`src/rtl/ttt_pkg.sv`:
```
// Shared types and constants for the tic-tac-toe turn controller.
package ttt_pkg;

  typedef enum logic [1:0] {
    EMPTY  = 2'b00,
    MARK_X = 2'b01,
    MARK_O = 2'b10
  } cell_t;

  typedef enum logic [1:0] {
    PLAYING = 2'b00,
    WIN     = 2'b01,
    DRAW    = 2'b10
  } game_state_t;

  typedef enum logic [2:0] {
    S_WAIT  = 3'd0,
    S_CHECK = 3'd1,
    S_WRITE = 3'd2,
    S_EVAL  = 3'd3,
    S_OVER  = 3'd4
  } fsm_t;

  localparam int NUM_CELLS = 9;
  localparam int NUM_LINES = 8;

  // Cell indices of every winning line; a line's position here is its win_line code.
  localparam logic [3:0] WIN_LINES [NUM_LINES][3] = '{
    '{4'd0, 4'd1, 4'd2}, '{4'd3, 4'd4, 4'd5}, '{4'd6, 4'd7, 4'd8},
    '{4'd0, 4'd3, 4'd6}, '{4'd1, 4'd4, 4'd7}, '{4'd2, 4'd5, 4'd8},
    '{4'd0, 4'd4, 4'd8}, '{4'd2, 4'd4, 4'd6}
  };

  localparam logic [3:0] NO_LINE = 4'hF;

endpackage

```
`src/rtl/ttt_turn_controller_btn_debounce.sv`:
```
// Confirm button conditioning: 2-FF synchronizer, stability filter, rise pulse.
module btn_debounce #(
  parameter int DEBOUNCE_CYCLES = 250_000
) (
  input  logic Clk,
  input  logic rst,
  input  logic raw,
  output logic pulse
);

  localparam int CW = $clog2(DEBOUNCE_CYCLES + 1);
  localparam logic [CW-1:0] LAST = CW'(DEBOUNCE_CYCLES - 1);

  logic          sync1, sync2;
  logic          stable;
  logic [CW-1:0] cnt;

  // Bring the asynchronous button into the clock domain.
  always_ff @(posedge Clk or negedge rst) begin
    if (!rst) begin
      sync1 <= 1'b0;
      sync2 <= 1'b0;
    end else begin
      sync1 <= raw;
      sync2 <= sync1;
    end
  end

  // Accept a new level only after it has differed from the held one for the full window.
  always_ff @(posedge Clk or negedge rst) begin
    if (!rst) begin
      stable <= 1'b0;
      cnt    <= '0;
      pulse  <= 1'b0;
    end else begin
      pulse <= 1'b0;
      if (sync2 == stable) begin
        cnt <= '0;
      end else if (cnt == LAST) begin
        stable <= sync2;
        cnt    <= '0;
        pulse  <= sync2;
      end else begin
        cnt <= cnt + 1'b1;
      end
    end
  end

endmodule

```
`src/rtl/ttt_turn_controller.sv`:
```
// Tic-tac-toe move sequencer: validates moves, writes marks, scores the board,
// alternates players and auto-moves when the turn timer runs out.
module ttt_turn_controller
  import ttt_pkg::*;
#(
  parameter int CLK_FREQ_HZ     = 25_000_000,
  parameter int TURN_TIMEOUT_S  = 10,
  parameter int DEBOUNCE_CYCLES = 250_000
) (
  input  logic        Clk,
  input  logic        rst,
  input  logic [3:0]  sel_square,
  input  logic        confirm_btn,
  output logic [17:0] board,
  output logic        current_player,
  output logic [1:0]  game_state,
  output logic [1:0]  winner,
  output logic [3:0]  win_line,
  output logic [7:0]  turn_secs_left,
  output logic        move_ok,
  output logic        move_illegal
);

  localparam int TW = $clog2(CLK_FREQ_HZ);
  localparam logic [TW-1:0] TICK_LAST = TW'(CLK_FREQ_HZ - 1);
  localparam logic [7:0]    SECS_INIT = 8'(TURN_TIMEOUT_S);

  fsm_t          state;
  logic [3:0]    cand;
  logic [TW-1:0] tick;
  logic          press;

  cell_t         cells [NUM_CELLS];
  cell_t         mover;
  logic          win_hit;
  logic [3:0]    win_idx;
  logic          board_full;
  logic [3:0]    first_empty;
  logic          cand_free;

  btn_debounce #(.DEBOUNCE_CYCLES(DEBOUNCE_CYCLES)) u_btn (
    .Clk   (Clk),
    .rst   (rst),
    .raw   (confirm_btn),
    .pulse (press)
  );

  for (genvar i = 0; i < NUM_CELLS; i++) begin : g_cells
    assign cells[i] = cell_t'(board[2*i +: 2]);
  end

  assign mover = current_player ? MARK_O : MARK_X;

  // Lowest-index line fully held by the mover's mark.
  always_comb begin
    win_hit = 1'b0;
    win_idx = NO_LINE;
    for (int l = NUM_LINES - 1; l >= 0; l--) begin
      if (cells[WIN_LINES[l][0]] == mover && cells[WIN_LINES[l][1]] == mover &&
          cells[WIN_LINES[l][2]] == mover) begin
        win_hit = 1'b1;
        win_idx = 4'(l);
      end
    end
  end

  // Board occupancy: full flag, auto-move target, and candidate legality.
  always_comb begin
    board_full  = 1'b1;
    first_empty = NO_LINE;
    cand_free   = 1'b0;
    for (int i = NUM_CELLS - 1; i >= 0; i--) begin
      if (cells[i] == EMPTY) begin
        board_full  = 1'b0;
        first_empty = 4'(i);
        if (cand == 4'(i)) cand_free = 1'b1;
      end
    end
  end

  // Turn sequencing FSM with its turn timer and board/score registers.
  always_ff @(posedge Clk or negedge rst) begin
    if (!rst) begin
      state          <= S_WAIT;
      cand           <= '0;
      tick           <= '0;
      board          <= '0;
      current_player <= 1'b0;
      game_state     <= PLAYING;
      winner         <= EMPTY;
      win_line       <= NO_LINE;
      turn_secs_left <= SECS_INIT;
      move_ok        <= 1'b0;
      move_illegal   <= 1'b0;
    end else begin
      move_ok      <= 1'b0;
      move_illegal <= 1'b0;
      case (state)
        S_WAIT: begin
          if (press) begin
            cand  <= sel_square;
            state <= S_CHECK;
          end else if (turn_secs_left == 8'd0) begin
            cand  <= first_empty;
            state <= S_CHECK;
          end else if (tick == TICK_LAST) begin
            tick           <= '0;
            turn_secs_left <= turn_secs_left - 8'd1;
          end else begin
            tick <= tick + 1'b1;
          end
        end
        S_CHECK: begin
          if (cand_free) begin
            state <= S_WRITE;
          end else begin
            move_illegal <= 1'b1;
            state        <= S_WAIT;
          end
        end
        S_WRITE: begin
          for (int i = 0; i < NUM_CELLS; i++) begin
            if (cand == 4'(i)) board[2*i +: 2] <= mover;
          end
          move_ok <= 1'b1;
          state   <= S_EVAL;
        end
        S_EVAL: begin
          if (win_hit) begin
            game_state <= WIN;
            winner     <= mover;
            win_line   <= win_idx;
            state      <= S_OVER;
          end else if (board_full) begin
            game_state <= DRAW;
            state      <= S_OVER;
          end else begin
            current_player <= ~current_player;
            turn_secs_left <= SECS_INIT;
            tick           <= '0;
            state          <= S_WAIT;
          end
        end
        S_OVER: begin
          if (press) begin
            board          <= '0;
            current_player <= 1'b0;
            game_state     <= PLAYING;
            winner         <= EMPTY;
            win_line       <= NO_LINE;
            turn_secs_left <= SECS_INIT;
            tick           <= '0;
            state          <= S_WAIT;
          end
        end
        default: state <= S_WAIT;
      endcase
    end
  end

endmodule
```
`config.mk`:
```
export PLATFORM = sky130hd
export DESIGN_NAME = ttt_turn_controller
export DESIGN_NICKNAME = d
export VERILOG_FILES = /design/src/rtl/ttt_pkg.sv /design/src/rtl/ttt_turn_controller_btn_debounce.sv /design/src/rtl/ttt_turn_controller.sv
export SDC_FILE = /design/constraint.sdc
export NUM_CORES = 1
export LEC_CHECK = 0
export ABC_AREA = 1
export CAP_MARGIN = 20
export CORE_MARGIN = 2
export CORE_UTILIZATION = 53
export DETAILED_ROUTE_END_ITERATION = 6
export GPL_TIMING_DRIVEN = 0
export MAX_ROUTING_LAYER = met4
export PLACE_DENSITY = 0.79
export SLEW_MARGIN = 5
export SYNTH_ARGS = -nofsm -noshare
export SYNTH_HDL_FRONTEND = slang
export SYNTH_SLANG_ARGS = --single-unit
```
`constraint.sdc`:
```
create_clock -name Clk -period 1.8 [get_ports Clk]
set_input_delay 0.36 -clock Clk [delete_from_list [all_inputs] [get_ports Clk]]
set_output_delay 0.36 -clock Clk [all_outputs]
set_load 0.01 [all_outputs]
```
==> Word-level counts from Yosys, hierarchy flattened <==
Cells that the tools add are included.
{ "word_totals": {"elab_cells": 227, "inputBits": 7, "n_memories": 0, "ff_bits": 91, "rom_bits": 0, "latchBits": 0, "ramBits": 0, "output_inout_bits": 37} }
{ "classes": {"n_eq_ne": 42, "shifts": 0, "add_sub_neg": 3, "mul": 0, "reduce_logical": 49, "n_mux": 107, "bitwise": 2, "div_mod_pow": 0, "order_cmp": 0} }
{ "op_table": {"columns": ["operator", "count"], "rows": [
  ["$mux 25", 6],
  ["$mux 4", 20],
  ["$pmux 25 s3", 1],
  ["$mux 18", 3],
  ["$mux 8", 6],
  ["$mux 1", 43],
  ["$pmux 18 s2", 1],
  ["$reduce_and 3->1", 11],
  ["$mux 2", 15],
  ["$ne 2x2->1 const B", 15],
  ["$add 25x1->25 const B", 1],
  ["$eq 25x25->1 const B", 1],
  ["$pmux 8 s3", 1],
  ["$add 18x1->18 const B", 1],
  ["$eq 18x18->1 const B", 1],
  ["$eq 2x2->1", 9],
  ["$logic_not 2->1", 9],
  ["$mux 3", 6],
  ["$eq 4x3->1 const B", 4],
  ["$logic_and 1x1->1", 16],
  ["$pmux 3 s5", 1],
  ["$eq 4x2->1 const B", 2],
  ["$logic_not 8->1", 1],
  ["$pmux 2 s2", 2],
  ["21 further kinds", 27]
]} }

==> Depth between registers and ports, before layout <==
{ "logic_depth": {"depth_word": 21, "ltp_mapped": 15, "ltp_nobuf": 14} }

==> Hierarchy <==
From an unflattened synthesis, not the netlist that was laid out.
{ "hier_totals": {"cells_unflattened": 784, "hier_area_um2": 5728.0} }
{ "by_module_without_submodules": {"columns": ["module", "seq_area_each_um2", "cells_each", "area_each_um2", "n_inst"], "rows": [
  ["ttt_turn_controller", 1734.2, 646, 4595.7, 1],
  ["btn_debounce", 550.5, 138, 1132.3, 1]
]} }

==> Least setup slack after synthesis <==
Ideal clock, no wire load.
{ "synth_path": {"path_kind": "reg-to-reg", "start": "register current_player", "end": "register tick[6]", "path_stages_with_launch": 14, "setup_slack_ps": -55, "period_less_slack_ps": 1855, "setup_ps": 124, "required_ps": 1676, "path_buffers": 3, "arrival_ps": 1731, "cell_sequence": "dfrtp_1 > buf_6 > buf_8 > a21oi_2 > nor2_2 > nand3_1 > nand2_1 > nor2_4 > nand2_2 > nand2_4 > nand3_4 > buf_6 > nand2_2 > o21ai_2"} }
{ "synth_between": {"elab_chain_len": 14, "word_cells_on_any_way": 36, "classes_between": "10 x eq/ne; 9 x mux; 17 x reduce/logical"} }
{ "synth_lines": {"columns": ["element", "line_no", "source"], "rows": [
  ["start: declaration", "ttt_turn_controller.sv:15", "output logic current_player,"],
  ["start signal: assignment", "ttt_turn_controller.sv:138", "current_player <= ~current_player;"],
  ["$mux 2 (*)", "ttt_turn_controller.sv:52", "assign mover = current_player ? MARK_O : MARK_X;"],
  ["$eq 2x2->1, on equally long branches", "ttt_turn_controller.sv:59, ttt_turn_controller.sv:60", null],
  ["$logic_and 1x1->1 (2 in a row)", "ttt_turn_controller.sv:59", "if (cells[WIN_LINES[l][0]] == mover && cells[WIN_LINES[l][1]] == mover &&"],
  ["$mux 1 (7 in a row)", "ttt_turn_controller.sv:59", null],
  ["$mux 1 (*)", "ttt_turn_controller.sv:59", null],
  ["$ne 2x2->1 (no line) (*)", null, null],
  ["$reduce_and 6->1 (no line) (*)", null, null],
  ["end signal: assignment", "ttt_turn_controller.sv:110", "tick <= tick + 1'b1;"],
  ["end: declaration", "ttt_turn_controller.sv:30", "logic [TW-1:0] tick;"]
]} }
Mark *: on every way between the ends. The rest lies on a longest branch, timed or not.
A chain may end at the register's enable or synchronous reset.

==> Worst setup path after layout <==
Ends and elaborated chain as after synthesis.

==> run summary <==
* **synthesized area per cell** 7.40 sq um
* **Area growth, synth to finish** 34.1%
* **synthesized netlist cell count** 762
* **time the final worst path needs with I/O delays and setup** 2160 ps
* **number of enable-type register cells in the synthesized netlist** 0
* **fraction of layout instances using a drive strength above 1** 29.9%
* **number of DRC violations after detailed-routing iteration 0** 540
* **cell total after placement** 942
* **last weighted congestion value of the routability-driven placer** 0.990
* **cell class contributing the biggest share of worst-path delay** simple AND/OR/NAND/NOR gates
* **number of hold violations in the final report** 0
* **CTS HTree Levels** 3
* **antenna diode count** 0
* **Port-buffer cells** 43
* **type of the worst setup path** register to register
* **critical path peak fanout** 10
* **endpoint required time on the critical path** 2070 ps
* **share of flip-flops with an asynchronous set or reset** 100%
* **detailed-route via count** 5744
* **kind of end point of the critical path** register
* **post-layout total power** 3.64 mW
* **post-DR wirelength/cell** 16.7 um
* **worst-skew pair later-pin latency** 380 ps
* **number of violations of the max-capacitance limit** 0
* **largest stage delay on the critical path** 440 ps
* **drt via density** 5.70
* **area of the core** 0.0103 sq mm
* **type of the worst min-delay path** register to register
* **floorplan die width** 107 um
* **clock tree from TritonCTS** built
* **number of nets with antenna violations after detailed routing** 0
* **Inserted Clock Buffers** 9
* **number of nets in the synthesized netlist** 773
* **clock network power share** 41.1%
* **leading cell type in the layout, fill and taps excluded** sky130_fd_sc_hd__nand2_1
* **hpwl dp** 10.3 mm
* **first-pass GRT wire length** 26.0 mm
* **P per Cell Area** 481 mW/mm^2
* **Yosys warning total** 0
* **antenna violations before repair** 0
* **top library cells by usage in the layout, fill and taps aside** 171 x sky130_fd_sc_hd__nand2_1, 81 x sky130_fd_sc_hd__nor2_1, 77 x sky130_fd_sc_hd__inv_1, 70 x sky130_fd_sc_hd__dfrtp_1, 45 x sky130_fd_sc_hd__nand2_2
* **number of different library cells in the post-synthesis netlist** 39
* **floorplan row count** 37
* **leakage power of the design** 3.57 nW
* **critical path startpoint category** register
* **final net count** 877
* **via count of the first global-routing pass** 5417
* **number of I/O pins** 44
* **buffer depth of the longest clock path** 2
* **final worst-path setup slack** -359 ps
* **total congestion overflow after global routing** 0
* **Syn Std Cell Area** 0.00564 sq mm
* **maximum clock rate** 0.463 GHz
* **detailed-router iteration count before antenna repair** 7
* **cells along the critical path** inv_4 > buf_8 > buf_8 > a21oi_4 > nor2_4 > nand3_2 > nand2_4 > nor2_4 > nand2_2 > nand2_4 > nand3_4 > buf_12 > buf_12 > nand2_2 > o21ai_2
* **Total Routing Usage GR** 29.4%
* **slowest cell on the critical path** sky130_fd_sc_hd__dfrtp_2
* **fin. max-slew vios** 0
* **switching power as a share of total power** 23.7%
* **Comb power frac** 2.4%
* **data arrival time of the worst path** 2430 ps
* **Psw** 0.862 mW
* **sequential cell fraction of total power** 56.6%
* **Fin Clk Skew** 10.3 ps
* **die span in y** 107 um
* **# setup viols final** 43
* **worst vdd ir** 0.569 mV
* **RSZ-0062 raised after global routing** yes
* **most used flip-flop cell after synthesis** sky130_fd_sc_hd__dfrtp_1
* **Die Area** 0.0115 sq mm
* **final period utilization** 120%
* **Relative slew margins** 64.7%
* **failing checks** setup timing
* **flop and latch count out of synthesis** 91
* **effective utilization at floorplan** 54.6%
* **largest net degree at the start of global routing** 66
* **internal power summed over all cells** 2.78 mW
* **number of buffer and inverter instances along the worst setup path** 5
* **number of DRC violations after detailed routing** 0
* **portion of the post-synthesis area used by sequential elements** 40.5%
* **CTS Root Cell** sky130_fd_sc_hd__clkbuf_8
* **total wire length after detailed routing** 16.8 mm
* **clock transition at the register clock pins on the worst setup and hold paths after CTS** 100 ps
* **total number of clock tree sinks** 91
* **non-filler instance count after layout** 1007
* **run status** finished with violations
* **transition time of the tightest slew-check pin** 530 ps
-- repair_timing --
action / 4_1_cts / 5_1_grt
hold buffers: 1 / 0
setup buffers: 33 / 10
setup endpoints to repair: 78 / 73
endpoints found under the hold margin: 25 / 0
pin swaps: 17 / 31
cloned: 4 / 3
resized for setup: 95 / 78
-- per-layer routing --
layer | vias up | part of all wire [%] | track usage, %
met5 | - | 0 | -
met4 | 0 | 2.4 | 10.9
met3 | 43 | 5.7 | 5.23
met2 | 246 | 49 | 44.8
met1 | 2760 | 43 | 39.5
li1 | 2695 | - | -
-- power groups by stage --
| stage | Combinational (mW) | Clock [mW] | Sequential (mW) |
|---|---|---|---|
| finish | 0.0856 | 1.49 | 2.06 |
| detailed placement | 0.0824 | 0 | 2.10 |
| CTS | 0.0850 | 1.51 | 2.06 |
| global route | 0.0992 | 1.59 | 2.06 |
| global placement | 0.0720 | 0 | 2.10 |
| floorplan | 0.0151 | 0 | 2.10 |
-- worst paths after layout --
check | slack (ps) | cells after the start | endpoint | startpoint
max | -360 | 15 | tick[6] | current_player
min in group asynchronous | 440 | 2 | tick[2] | rst
max in group asynchronous | 670 | 3 | turn_secs_left[1] | rst
max reg2reg | -360 | 15 | tick[6] | current_player
min | 360 | 0 | u_btn.sync2 | u_btn.sync1
min reg2reg | 360 | 0 | u_btn.sync2 | u_btn.sync1
-- stage by stage --
stage	cell area, sq um	setup slack [ps]	TNS (ps)	utilization, %	hold WS [ps]
floorplan	5660	-34.8	-869	-	64.4
global placement	6260	-2910	-270790	60.7	337
detailed placement	6290	-585	-16050	60.9	304
CTS	7140	-237	-7810	69.2	359
global route	7570	-442	-15850	73.3	361
finish	7570	-359	-12430	73.3	357
-- kinds of logic (layout without fill, tap and decap cells) --
logic type,count (synthesis),in the layout,share of synthesized area (%)
buffers and inverters,97,204,7.61
DFF,91,91,40.5
and+or+nand+nor,460,462,37.0
adders and majority gates,4,4,0.887
AOI/OAI and AO/OA,85,85,10.2
xor gates and xnor gates,25,25,3.88
-- cells in the mapped netlist (6+ instances only) --
cell                         n  area [sq um]
sky130_fd_sc_hd__nand4_1    23           144
sky130_fd_sc_hd__nand3_1    49           245
sky130_fd_sc_hd__nand3b_1    6          45.0
sky130_fd_sc_hd__dfstp_2     6           158
sky130_fd_sc_hd__nor3_1     21           105
sky130_fd_sc_hd__nand2_2    29           181
sky130_fd_sc_hd__inv_1      77           289
sky130_fd_sc_hd__or2_2      14          87.6
sky130_fd_sc_hd__a21oi_1    10          50.1
sky130_fd_sc_hd__dfrtp_1    85          2130
sky130_fd_sc_hd__o21ai_2    25           219
sky130_fd_sc_hd__clkbuf_1    6          22.5
sky130_fd_sc_hd__nor2_1     96           360
sky130_fd_sc_hd__nand2_1   203           762
sky130_fd_sc_hd__buf_6       7          78.8
sky130_fd_sc_hd__o21ai_0    32           160
sky130_fd_sc_hd__xor2_1     20           175
-- flip-flops by register name (all words and copies together) (netlist names) --
name and flops:
move_ok 1, win_line 4, game_state 2, cand 4, turn_secs_left 8, tick 25
move_illegal 1, u_btn.sync1 1, board 18, u_btn.sync2 1, state 3, current_player 1
u_btn.stable 1, winner 2, u_btn.pulse 1, u_btn.cnt 18
-- cell type report --
| cell class | instances | area (sq um) |
|---|---|---|
| Timing Repair Buffer | 91 | 958 |
| Clock buffer | 10 | 138 |
| Multi-Input combinational cell | 576 | 3440 |
| Inverter | 82 | 313 |
| Clock inverter | 6 | 70.1 |
| Fill cell | 719 | 2760 |
| Tap cell | 136 | 170 |
| Sequential cell | 91 | 2300 |
| Buffer | 15 | 178 |
Power figures use the tool's default switching activity.
